File: src/rtl/voice_mix_i2s.sv
// Voice mixer with mono I2S transmitter.
// Sums NUM_VOICES signed 16-bit voices, scales by an arithmetic right shift,
// saturates to 16 bits, and streams the latched sample on both I2S slots.
// The frame start also emits sample_req, which advances the voice array.
module voice_mix_i2s #(
    parameter int NUM_VOICES = 4,
    parameter int GAIN_SHIFT = 2,
    parameter int BCLK_DIV   = 4
) (
    input  logic                      Clk,
    input  logic                      Reset,
    input  logic [16*NUM_VOICES-1:0]  voices_in,
    input  logic                      enable,
    input  logic                      clip_clr,
    output logic                      BCLK,
    output logic                      LRCLK,
    output logic                      DACDAT,
    output logic                      sample_req,
    output logic                      clip,
    output logic [15:0]               mix_out
);

    // The sum width grows by clog2(NUM_VOICES) bits, so the sum cannot overflow.
    localparam int SUM_W = 16 + $clog2(NUM_VOICES);
    localparam int DIV_W = $clog2(BCLK_DIV);

    localparam logic signed [SUM_W-1:0] SAT_MAX = SUM_W'(32767);
    localparam logic signed [SUM_W-1:0] SAT_MIN = SUM_W'(-32768);
    localparam logic [DIV_W-1:0]        DIV_TOP = DIV_W'(BCLK_DIV - 1);

    logic signed [SUM_W-1:0] voice_ext [NUM_VOICES];
    logic signed [SUM_W-1:0] sum;
    logic signed [SUM_W-1:0] scaled;
    logic [15:0]             mix_sat;
    logic                    clamp_hit;

    logic [DIV_W-1:0] div_cnt;
    logic [5:0]       bit_cnt;
    logic [5:0]       bit_next;
    logic [4:0]       slot_pos;
    logic             div_tick;
    logic             bclk_fall;
    logic             frame_start;
    logic [15:0]      left_shift;
    logic [15:0]      right_shift;

    // Sign-extend each voice to the full sum width.
    generate
        for (genvar gi = 0; gi < NUM_VOICES; gi++) begin : g_ext
            assign voice_ext[gi] = SUM_W'($signed(voices_in[16*gi +: 16]));
        end
    endgenerate

    // Full-width sum, gain shift, and saturation to the 16-bit range.
    always_comb begin
        sum = '0;
        for (int i = 0; i < NUM_VOICES; i++) begin
            sum = sum + voice_ext[i];
        end
        scaled    = sum >>> GAIN_SHIFT;
        clamp_hit = 1'b0;
        mix_sat   = scaled[15:0];
        if (scaled > SAT_MAX) begin
            mix_sat   = 16'h7FFF;
            clamp_hit = 1'b1;
        end else if (scaled < SAT_MIN) begin
            mix_sat   = 16'h8000;
            clamp_hit = 1'b1;
        end
    end

    // Registered mix sample and sticky clip flag; a clamp outranks a clear.
    always_ff @(posedge Clk or negedge Reset) begin
        if (!Reset) begin
            mix_out <= '0;
            clip    <= 1'b0;
        end else begin
            mix_out <= enable ? mix_sat : 16'h0000;
            if (enable && clamp_hit) begin
                clip <= 1'b1;
            end else if (clip_clr) begin
                clip <= 1'b0;
            end
        end
    end

    assign div_tick    = (div_cnt == DIV_TOP);
    assign bclk_fall   = div_tick && BCLK;
    assign bit_next    = bit_cnt + 6'd1;
    assign slot_pos    = bit_next[4:0];
    assign frame_start = bclk_fall && (bit_next == 6'd0);

    // Bit-clock divider: BCLK toggles every BCLK_DIV system clocks.
    always_ff @(posedge Clk or negedge Reset) begin
        if (!Reset) begin
            div_cnt <= '0;
            BCLK    <= 1'b0;
        end else if (div_tick) begin
            div_cnt <= '0;
            BCLK    <= ~BCLK;
        end else begin
            div_cnt <= div_cnt + DIV_W'(1);
        end
    end

    // Serializer: all codec-facing outputs update on BCLK falling edges only.
    // Each 32-bit slot sends one idle bit, 16 data bits MSB first, then zeros.
    always_ff @(posedge Clk or negedge Reset) begin
        if (!Reset) begin
            bit_cnt     <= 6'd63;
            LRCLK       <= 1'b0;
            DACDAT      <= 1'b0;
            sample_req  <= 1'b0;
            left_shift  <= '0;
            right_shift <= '0;
        end else begin
            sample_req <= frame_start;
            if (bclk_fall) begin
                bit_cnt <= bit_next;
                LRCLK   <= bit_next[5];
                if (frame_start) begin
                    left_shift  <= mix_out;
                    right_shift <= mix_out;
                    DACDAT      <= 1'b0;
                end else if (slot_pos >= 5'd1 && slot_pos <= 5'd16) begin
                    if (bit_next[5]) begin
                        DACDAT      <= right_shift[15];
                        right_shift <= {right_shift[14:0], 1'b0};
                    end else begin
                        DACDAT     <= left_shift[15];
                        left_shift <= {left_shift[14:0], 1'b0};
                    end
                end else begin
                    DACDAT <= 1'b0;
                end
            end
        end
    end

endmodule

File: config.mk
export PLATFORM = sky130hd
export DESIGN_NAME = voice_mix_i2s
export DESIGN_NICKNAME = d
export VERILOG_FILES = /design/src/rtl/voice_mix_i2s.sv
export SDC_FILE = /design/constraint.sdc
export NUM_CORES = 1
export LEC_CHECK = 0
export ABC_AREA = 0
export CAP_MARGIN = 20
export CORE_MARGIN = 2
export CORE_UTILIZATION = 52
export DETAILED_ROUTE_END_ITERATION = 7
export GPL_TIMING_DRIVEN = 0
export PLACE_DENSITY = 0.87
export SLEW_MARGIN = 20
export SYNTH_ARGS = -nofsm -noshare
export SYNTH_HDL_FRONTEND = slang
export SYNTH_SLANG_ARGS = --single-unit
File: constraint.sdc
create_clock -name Clk -period 2.9 [get_ports Clk]
set_clock_uncertainty 0.1 [all_clocks]
set_input_delay 0.87 -clock Clk [delete_from_list [all_inputs] [get_ports Clk]]
set_output_delay 0.87 -clock Clk [all_outputs]
set_load 0.05 [all_outputs]
==> results.cfg <==
[synthesis]
syn_area_per_cell_um2 = 9.60
yosys-top-cells-area = dfrtp_1, fa_1, inv_1
synthFlopType = dfrtp_1
synthTopCellsByCount = inv_1, dfrtp_1, nand2_1
synth_top_cell_by_area = dfrtp_1
synthCells = 455
netlist_area_um2 = 4370
synth-seq-area-share = 0.351
synthesis.nets = 574
synthArstFlopShare = 1.00
yosysMostFrequentCell = inv_1
synth_edf_count = 0
synth_top_area_frac = 0.315
ys_warn_count = 0
synth-seq-cells = 61
synth_cell_type_count = 51

[power_and_ir_drop]
clkPwrFrac = 0.200
p_leak_nw = 3.07
seq_power_share = 0.228
swShare = 0.412
power_density_nw_per_um2 = 729
pwr-share-comb = 0.572
internal_power_w = 0.00273
ir_worst_vdd_v = 0.000353
p_total_w = 0.00464
switchingPower_w = 0.00191

[critical_path]
max_stage_delay_ns = 0.57
critPathMaxFanout = 4
path_cells = buf_8 -> inv_8 -> fa_1 -> inv_1 -> fa_1 -> buf_4 -> inv_2 -> fa_2 -> nor2b_4 -> o21bai_4 -> a21oi_4 -> a31oi_1 -> xor2_1 -> nor2_1
crit_path_top_delay_cell = fa_1
crit_type = input port to flop
cp_num_buf_inv = 5
crit_path_frequent_cell = fa_1
cp.required_ns = 3.01
cpLargestDelayFamily = adder cells
end_kind = flop
cp.arrival_ns = 3.64
crit_path_start_kind = input port

[clock_tree]
cts_made_buffers = 9
cts_max_level = 3
clkLatencyLatePin_ns = 0.34
cts_sinks = 61
max-clock-path-buffers = 2
clkTransAtPathRegs_ns = 0.07
cts_tree = done
clock-root-buffer = clkbuf_8

[grt]
grt_pass1_vias = 4240
antenna_found_initial = 0
grt_max_degree = 62
grt_use_total = 0.281
grt-ovfl-total = 0
grt_pass1_wl_um = 19600

[drt]
antenna_left = 0
dr.max_layer_used = met4
drc_errors = 0
via_per_inst = 5.68
vias = 3980
first_iter_violations = 281
wl_met3_um = 761
dr.pass1.iters = 4
wl_met2_um = 7000
wire_per_inst_um = 19.0
wirelength_um = 13300
wirelength_met1_um = 4950

[floorplan]
coreArea_um2 = 8180
start_util = 0.534
die_w_um = 95.7
num_rows = 33
die_area_um2 = 9150
io_pins = 89
die_h_um = 95.7

[timing]
final-setup-viol-count = 14
fin_crit_sh = 1.22
timing.final.ws_setup_ns = -0.635
slew_viol_final = 0
rsz0062_at_grt = true
max_clock_freq_mhz = 283
fin_crit_ns = 3.53
timing.final.hold_violations = 0
worst_pin_slew_ns = 0.751
max_slew_margin = 0.500

[placement]
dp_hpwl_um = 7430
place_inst = 647
port_buffers = 87
gp_congestion = 0.891
post-place-ws_ns = -1.37

[outcome]
violations = setup timing
status = finished, violations left

[layout]
instances_no_fill = 701
num_antenna_cells = 0
fin_nets = 710
drive_gt1_frac = 0.315
synthToLayoutAreaGrowth_pct = 45.8
post-route-util = 0.779

[job]
maxCapViolCount = 0

[worst_hold_path]
min_path_type = flop to flop
[layout by cell type, fill, tap and decap left out, drive strengths merged, types with 2 or more instances in the layout]
master and instances:
a21o 9, a21oi 20, a221o 6, a22o 9, a31oi 4, and3 4, buf 58, bufinv 3
clkbuf 21, clkdlybuf4s50 38, dfrtp 55, dfstp 6, dlygate4sd2 34, dlymetal6s2s 2, fa 33, ha 18
inv 100, mux2i 20, nand2 40, nand2b 6, nand3 2, nand4 5, nor2 21, nor2b 5
nor3 4, nor3b 8, o2111ai 2, o211ai 2, o21ai 28, o21bai 2, xnor2 11, xor2 5
[worst paths after layout]
path | slack [ns] | cells after the start | from | end
worst max-delay path | -0.63 | 14 | voices_in[34] | mix_out[9]
min in group asynchronous | 0.47 | 1 | Reset | DACDAT
worst min register to register | 0.33 | 1 | div_cnt[0] | div_cnt[0]
max in group asynchronous | 1.71 | 1 | Reset | mix_out[10]
worst max register to register | 0.19 | 8 | bit_cnt[0] | left_shift[5]
worst min-delay path | 0.33 | 1 | div_cnt[0] | div_cnt[0]
[sequential cells by signal, summed over array words and instances (netlist names)]
signal / count
clip: 1
DACDAT: 1
left_shift: 16
bit_cnt: 6
right_shift: 16
LRCLK: 1
div_cnt: 2
mix_out: 16
BCLK: 1
sample_req: 1
[per-layer routing]
layer | GRT usage | vias to the layer above
met5 | 0 | -
met4 | 0.133 | 0
met3 | 0.0664 | 68
met2 | 0.519 | 205
met1 | 0.299 | 1963
li1 | - | 1744
[area by class of cell]
| class | instances | area [um2] |
|---|---|---|
| fillers | 479 | 1810 |
| clock inverters | 4 | 95.1 |
| flip-flops and latches | 61 | 1530 |
| multi-input cells | 278 | 2860 |
| inverters | 100 | 390 |
| well taps | 105 | 131 |
| plain buffers | 16 | 108 |
| clock buffers | 12 | 145 |
| repair buffers | 125 | 1110 |
[cell families (layout without fill, tap and decap cells)]
kind of cell	after synthesis	in the layout	share of synthesized area
AOI/OAI and AO/OA	91	91	0.138
xor gates and xnor gates	16	16	0.0338
adders and majority gates	51	51	0.203
buffers and inverters	116	257	0.111
DFF	61	61	0.351
muxes	20	20	0.0458
and+or+nand+nor	100	100	0.117
[power by group through the flow]
stage          Sequential [W]  Clock (W)  Combinational, W
6_report              0.00106   0.000929           0.00265
5_1_grt               0.00107   0.000975           0.00276
4_1_cts               0.00105   0.000933           0.00219
3_5_place_dp          0.00107          0           0.00165
3_3_place_gp          0.00107          0           0.00160
2_1_floorplan         0.00136          0          0.000840
[metrics by stage]
stage	TNS (ns)	hold slack (ns)	cell area [um2]
floorplan	-4.78	0.303	4500
global placement	-68.19	0.313	5500
detailed placement	-17.20	0.321	5500
CTS	-3.45	0.329	6220
global route	-7.23	0.365	6370
finish	-6.78	0.328	6370
[repair_timing]
| action | 4_1_cts | 5_1_grt |
|---|---|---|
| buffers inserted | 32 | 9 |
| pin swaps | 80 | 23 |
| hold buffers | 0 | 0 |
| setup endpoints to repair | 16 | 15 |
| gates resized for setup | 160 | 31 |
(Power assumes the default switching activity.)
